<file path="config.mk">
export PLATFORM = sky130hd
export DESIGN_NAME = regfile_decoded_flat
export DESIGN_NICKNAME = d
export VERILOG_FILES = /design/src/rtl/regfile_decoded_pkg.sv /design/src/rtl/regfile_decoded_if.sv /design/src/rtl/regfile_decoded_wr_en_decoder.sv /design/src/rtl/regfile_decoded.sv /design/src/flat_wrapper.sv
export SDC_FILE = /design/constraint.sdc
export NUM_CORES = 2
export LEC_CHECK = 0
export ABC_AREA = 0
export CORE_MARGIN = 3
export CORE_UTILIZATION = 25
export DETAILED_ROUTE_END_ITERATION = 10
export SYNTH_ARGS = -nofsm -noshare
export SYNTH_HDL_FRONTEND = slang
export SYNTH_SLANG_ARGS = --single-unit
export TNS_END_PERCENT = 1
</file>
<file path="constraint.sdc">
create_clock -name clk -period 3.4 [get_ports clk]
set_clock_uncertainty 0.1 [all_clocks]
set_input_delay 0.51 -clock clk [delete_from_list [all_inputs] [get_ports clk]]
set_output_delay 0.51 -clock clk [all_outputs]
set_load 0.03 [all_outputs]
</file>
<file path="src/rtl/regfile_decoded_pkg.sv">
// Shared types and defaults for the decoded MIPS register file.
package mips_rf_pkg;

    localparam int RF_NUM_REGS_DEF = 32;
    localparam int RF_DATA_W_DEF   = 32;

    typedef enum logic {
        RF_IDLE  = 1'b0,
        RF_CLEAR = 1'b1
    } rf_state_e;

endpackage

</file>
<file path="src/rtl/regfile_decoded_if.sv">
// Datapath-side bundle of the register file: clear, write and read ports.
interface regfile_decoded_if #(
    parameter int NUM_REGS = 32,
    parameter int DATA_W   = 32,
    parameter int ADDR_W   = $clog2(NUM_REGS)
);
    logic                clear_req;
    logic                busy;
    logic                reg_write;
    logic [ADDR_W-1:0]   write_reg;
    logic [DATA_W-1:0]   write_data;
    logic [ADDR_W-1:0]   read_reg1;
    logic [ADDR_W-1:0]   read_reg2;
    logic [DATA_W-1:0]   read_data1;
    logic [DATA_W-1:0]   read_data2;
    logic [NUM_REGS-1:0] write_en_vec;

    modport master (
        output clear_req, reg_write, write_reg, write_data,
        output read_reg1, read_reg2,
        input  busy, read_data1, read_data2, write_en_vec
    );

    modport slave (
        input  clear_req, reg_write, write_reg, write_data,
        input  read_reg1, read_reg2,
        output busy, read_data1, read_data2, write_en_vec
    );
endinterface

</file>
<file path="src/rtl/regfile_decoded_wr_en_decoder.sv">
// Index-to-one-hot write enable decoder with enable gate and
// optional masking of the hardwired zero register.
module wr_en_decoder #(
    parameter int NUM_REGS = 32,
    parameter int ADDR_W   = $clog2(NUM_REGS),
    parameter int ZERO_REG = 1
) (
    input  logic                i_en,
    input  logic [ADDR_W-1:0]   i_addr,
    output logic [NUM_REGS-1:0] o_vec
);
    always_comb begin
        o_vec = '0;
        for (int i = 0; i < NUM_REGS; i++) begin
            o_vec[i] = i_en && (i_addr == ADDR_W'(i))
                       && !(ZERO_REG != 0 && i == 0);
        end
    end
endmodule

</file>
<file path="src/rtl/regfile_decoded.sv">
// Register file with decoded write enables and a sequenced bulk clear.
// Define RF_BYPASS_EN for same-cycle write-to-read forwarding.
module regfile_decoded
    import mips_rf_pkg::*;
#(
    parameter int NUM_REGS = RF_NUM_REGS_DEF,
    parameter int DATA_W   = RF_DATA_W_DEF,
    parameter int ADDR_W   = $clog2(NUM_REGS),
    parameter int ZERO_REG = 1
) (
    input  logic             clk,
    input  logic             reset,
    regfile_decoded_if.slave bus
);
    rf_state_e           r_state;
    rf_state_e           w_next_state;
    logic [ADDR_W-1:0]   r_clr_idx;
    logic [ADDR_W-1:0]   w_next_idx;
    logic [DATA_W-1:0]   r_regs [NUM_REGS];
    logic                w_busy;
    logic [NUM_REGS-1:0] w_we;
    logic [ADDR_W-1:0]   w_raddr [2];
    logic [DATA_W-1:0]   w_rdata [2];

    assign w_busy = (r_state == RF_CLEAR);

    wr_en_decoder #(
        .NUM_REGS (NUM_REGS),
        .ADDR_W   (ADDR_W),
        .ZERO_REG (ZERO_REG)
    ) u_dec (
        .i_en   (bus.reg_write && !w_busy),
        .i_addr (bus.write_reg),
        .o_vec  (w_we)
    );

    always_ff @(posedge clk) begin
        if (reset) begin
            r_state   <= RF_IDLE;
            r_clr_idx <= '0;
        end else begin
            r_state   <= w_next_state;
            r_clr_idx <= w_next_idx;
        end
    end

    // clear_req is only looked at in IDLE, so it cannot restart a clear
    always_comb begin
        w_next_state = r_state;
        w_next_idx   = r_clr_idx;
        unique case (r_state)
            RF_IDLE: begin
                if (bus.clear_req) begin
                    w_next_state = RF_CLEAR;
                    w_next_idx   = '0;
                end
            end
            RF_CLEAR: begin
                w_next_idx = r_clr_idx + 1'b1;
                if (r_clr_idx == ADDR_W'(NUM_REGS - 1)) begin
                    w_next_state = RF_IDLE;
                    w_next_idx   = '0;
                end
            end
            default: begin
                w_next_state = RF_IDLE;
                w_next_idx   = '0;
            end
        endcase
    end

    always_ff @(posedge clk) begin
        for (int i = 0; i < NUM_REGS; i++) begin
            if (reset) begin
                r_regs[i] <= '0;
            end else if (w_busy && r_clr_idx == ADDR_W'(i)) begin
                r_regs[i] <= '0;
            end else if (w_we[i]) begin
                r_regs[i] <= bus.write_data;
            end
        end
    end

    assign w_raddr[0] = bus.read_reg1;
    assign w_raddr[1] = bus.read_reg2;

    // w_we is nonzero only for a legal, unmasked write, so forwarding on it
    // keeps the zero-register and range rules ahead of the bypass
    always_comb begin
        for (int p = 0; p < 2; p++) begin
            w_rdata[p] = '0;
            if (int'(w_raddr[p]) < NUM_REGS
                && !(ZERO_REG != 0 && w_raddr[p] == '0)) begin
                w_rdata[p] = r_regs[w_raddr[p]];
            end
`ifdef RF_BYPASS_EN
            if ((|w_we) && bus.write_reg == w_raddr[p]) begin
                w_rdata[p] = bus.write_data;
            end
`endif
        end
    end

    assign bus.busy         = w_busy;
    assign bus.write_en_vec = w_we;
    assign bus.read_data1   = w_rdata[0];
    assign bus.read_data2   = w_rdata[1];
endmodule

</file>
<file path="src/flat_wrapper.sv">
// flat-port wrapper written by rule: the top's interface ports become plain ports
module regfile_decoded_flat import mips_rf_pkg::*;
#(
    parameter int NUM_REGS = RF_NUM_REGS_DEF,
    parameter int DATA_W   = RF_DATA_W_DEF,
    parameter int ADDR_W   = $clog2(NUM_REGS),
    parameter int ZERO_REG = 1
)
  (clk, reset, bus_clear_req, bus_reg_write, bus_write_reg, bus_write_data, bus_read_reg1, bus_read_reg2, bus_busy, bus_read_data1, bus_read_data2, bus_write_en_vec);
  regfile_decoded_if #(.NUM_REGS(NUM_REGS), .DATA_W(DATA_W), .ADDR_W(ADDR_W)) bus_i ();
  input  logic clk;
  input  logic reset;
  input wire logic [$bits(bus_i.clear_req)-1:0] bus_clear_req;
  input wire logic [$bits(bus_i.reg_write)-1:0] bus_reg_write;
  input wire logic [$bits(bus_i.write_reg)-1:0] bus_write_reg;
  input wire logic [$bits(bus_i.write_data)-1:0] bus_write_data;
  input wire logic [$bits(bus_i.read_reg1)-1:0] bus_read_reg1;
  input wire logic [$bits(bus_i.read_reg2)-1:0] bus_read_reg2;
  output wire logic [$bits(bus_i.busy)-1:0] bus_busy;
  output wire logic [$bits(bus_i.read_data1)-1:0] bus_read_data1;
  output wire logic [$bits(bus_i.read_data2)-1:0] bus_read_data2;
  output wire logic [$bits(bus_i.write_en_vec)-1:0] bus_write_en_vec;
  assign bus_i.clear_req = bus_clear_req;
  assign bus_i.reg_write = bus_reg_write;
  assign bus_i.write_reg = bus_write_reg;
  assign bus_i.write_data = bus_write_data;
  assign bus_i.read_reg1 = bus_read_reg1;
  assign bus_i.read_reg2 = bus_read_reg2;
  assign bus_busy = bus_i.busy;
  assign bus_read_data1 = bus_i.read_data1;
  assign bus_read_data2 = bus_i.read_data2;
  assign bus_write_en_vec = bus_i.write_en_vec;
  regfile_decoded #(.NUM_REGS(NUM_REGS), .DATA_W(DATA_W), .ADDR_W(ADDR_W), .ZERO_REG(ZERO_REG)) u_core (.clk(clk), .reset(reset), .bus(bus_i));
endmodule
</file>
==> run metrics <==
Yosys cell types=50; top cell type's share of synthesized area=0.5504; placed inst area=62590 um2; Pins Over Slew Limit=0; worst-path maximum fanout=28; layout cells sized above 1=0.2054; Placed Cells=around 7100; most numerous cell in the Yosys netlist=and2_1; drt wl/cell=roughly 28 um; vias in the first global route=38670; final net count=4421; Finished Core Util=0.3070; FF-to-FF End=u_core.r_regs[24][29]$_SDFFCE_PN0P_; Slew headroom=0.2089; design area=between 60000 and 70000 um2; largest net degree at the start of global routing=51; dpl hpwl=around 130 mm; RSZ-0062 raised after global routing=no; Arr. time, crit path=between 2 and 3 ns; setup bufs post-CTS=0; first-pass GRT wire length=between 200 and 300 mm; Setup violations, final=0; number of hold buffers added after CTS=0; worst vdd ir=between 0.0003 and 0.0004 V; # fillers=between 20000 and 25000; Final Hold Viols=0; synth top area cells=edfxtp_1, mux2i_1, and2_1; Synth-to-Final Area Change=21.99%; initial DRC count=around 5400; # Max-Cap Violations=0; TritonCTS Buffers=105; CTS tree=yes; die area=roughly 220000 um2; antenna viol nets, final=0; Buffers on Ports=between 100 and 150; CTS Sinks=around 1000; Peak Freq=a little under 0.3 GHz; grt ovf=0; DP Worst Slack=-0.6113 ns; clk_lat worst skew=~0.72 ns; commonest cells in the synthesized netlist=and2_1, edfxtp_1, mux2i_1; minimum clock period=3.381 ns; num rows=170; EDFF count, synth=992; CP Data Required Time=approximately 2.8 ns; H-tree depth=3; Setup TNS=0 ns; root buffer cell=clkbuf_16; Synth Flop Type=edfxtp_1; DR pass1 iterations=6; Final Non-Filler Cells=7287; Routed WL=approximately 200 mm; worst hold margin=approximately 0.43 ns; setup slack after layout=roughly 0.019 ns; overall power=~30 mW; R2R Path Start=u_core.bus.busy$_SDFF_PP0_; CP Capture Type=output port; core area=215000 um2; synthesized net count=roughly 4200; ys async rst share=0; Clock Pin Slew Worst Setup and Hold Paths=0.06 ns; Synth Instances=roughly 4200; Slew @ Worst Pin=1.183 ns; Post-Syn Area=roughly 54000 um2; largest area contributor in the netlist=edfxtp_1; kind of critical path=in -> out; Pwr Density=around 450 nW/um2; hold crit path type=reg -> reg; Die Y-Extent=~470 um; register area share after synthesis=0.5526; Syn. warnings=0; Critical Path Start=bus_read_reg1[1]; Starting Density=0.2517; initial antenna violation count=16; FF-to-FF setup slack=approximately 0.84 ns; Die W=approximately 470 um; Final Cycle Share=0.9945; clk buf depth=3; syn avg cell area=between 10 and 15 um2; vias post-DR=approximately 38000; worst setup path endpoint=bus_read_data1[29]; DR vias/cell=between 5 and 6; number of I/O pins=148; static leakage=between 20 and 25 nW; residual DRC count=0; Overall Global Routing Usage=0.1775; worst-case reg-to-reg path depth=5; Worst Setup Start Kind=primary input; Routability Congestion=roughly 0.87; Seq cells post-synth=approximately 1000; outcome=completed
-- worst min path at each step --
stage / startpoint / end / slack (ns) / depth (start not counted)
after floorplan: u_core.r_clr_idx[3]$_SDFFE_PP0P_ / u_core.r_clr_idx[3]$_SDFFE_PP0P_ / 0.38 / 2
after global placement: u_core.r_clr_idx[3]$_SDFFE_PP0P_ / u_core.r_clr_idx[3]$_SDFFE_PP0P_ / 0.41 / 2
after detailed placement: u_core.r_clr_idx[3]$_SDFFE_PP0P_ / u_core.r_clr_idx[3]$_SDFFE_PP0P_ / 0.42 / 2
after CTS: bus_clear_req / u_core.bus.busy$_SDFF_PP0_ / 0.40 / 3
after global routing: bus_clear_req / u_core.bus.busy$_SDFF_PP0_ / 0.44 / 3
final: u_core.r_clr_idx[3]$_SDFFE_PP0P_ / u_core.r_clr_idx[3]$_SDFFE_PP0P_ / 0.43 / 2
-- critical path: stages --
cell and delay, ns:
buf_6 0.40, buf_12 0.26, mux2_2 0.35, a221o_1 0.29, a31oi_1 0.42, nor3_1 0.18, buf_4 0.18, buf_12 0.13
-- layer usage --
layer / track usage / routed length, um / vias to the layer above
met5: 0 / 17 / -
met4: 0.07069 / 9012 / 2
met3: 0.03618 / 19520 / 454
met2: 0.2754 / 91270 / 2232
met1: 0.2420 / 83520 / 19560
li1: - / - / 16150
-- flip-flops by register name, summed over array words and instances, names as in the netlist --
signal,count
u_core.r_clr_idx,5
u_core.r_regs,992
u_core.bus.busy,1
-- timing repair --
item / 4_1_cts / 5_1_grt
gates resized for setup: 32 / 17
pin swaps: 0 / 1
endpoints found under the setup margin: 49 / 17
-- area by class of cell --
class / count / area, um2 / share of cell area
Tap cell: 2838 / 3551 / 0.05378
Inverter: 4 / 15.01 / 0.0002274
Multi-Input combinational cell: 2741 / 22650 / 0.3431
Timing Repair Buffer: 514 / 6719 / 0.1018
Clock inverter: 45 / 314.1 / 0.004757
Sequential cell: 998 / 29910 / 0.4530
Clock buffer: 144 / 2856 / 0.04326
Antenna cell: 3 / 7.507 / 0.0001137
-- placed cells by master (no fill, tap or decap), types with 7 or more instances in the layout --
cell type and count:
a31oi_1 27, clkbuf_16 107, clkbuf_1 33, a21oi_1 36
clkdlybuf4s50_1 42, a211o_2 29, buf_12 214, nor2_1 46
edfxtp_1 992, nor2b_1 34, a22oi_1 64, a211oi_1 29
buf_4 244, clkinv_1 23, a221o_1 63, nor4_1 11
mux2_2 64, mux2i_1 638, mux4_2 129, and2_1 992
nand2b_1 7, o22ai_1 256, dlymetal6s2s_1 7, a22o_1 31
nor4_2 17, nor3_1 157, clkinv_2 13, nor2_4 20
nor2_2 11
-- power by group --
| part | total, mW | internal [mW] | leakage (nW) | switching (mW) |
|---|---|---|---|---|
| Sequential | 14.2 | 14.0 | 10.3 | 0.248 |
| Clock | 11.1 | 6.13 | 1.55 | 5.01 |
| Combinational | 4.55 | 1.89 | 13.0 | 2.67 |
-- kinds of logic after synthesis --
kind of cell,after synthesis,synth area share
and+or+nand+nor,1353,0.1496
DFF,998,0.5526
muxes,831,0.1850
AOI/OAI and AO/OA,550,0.07217
buffers and inverters,448,0.03916
adders and majority gates,6,0.001387
other,1,0.00006929
Note: power is estimated with default switching activity, not from simulation.
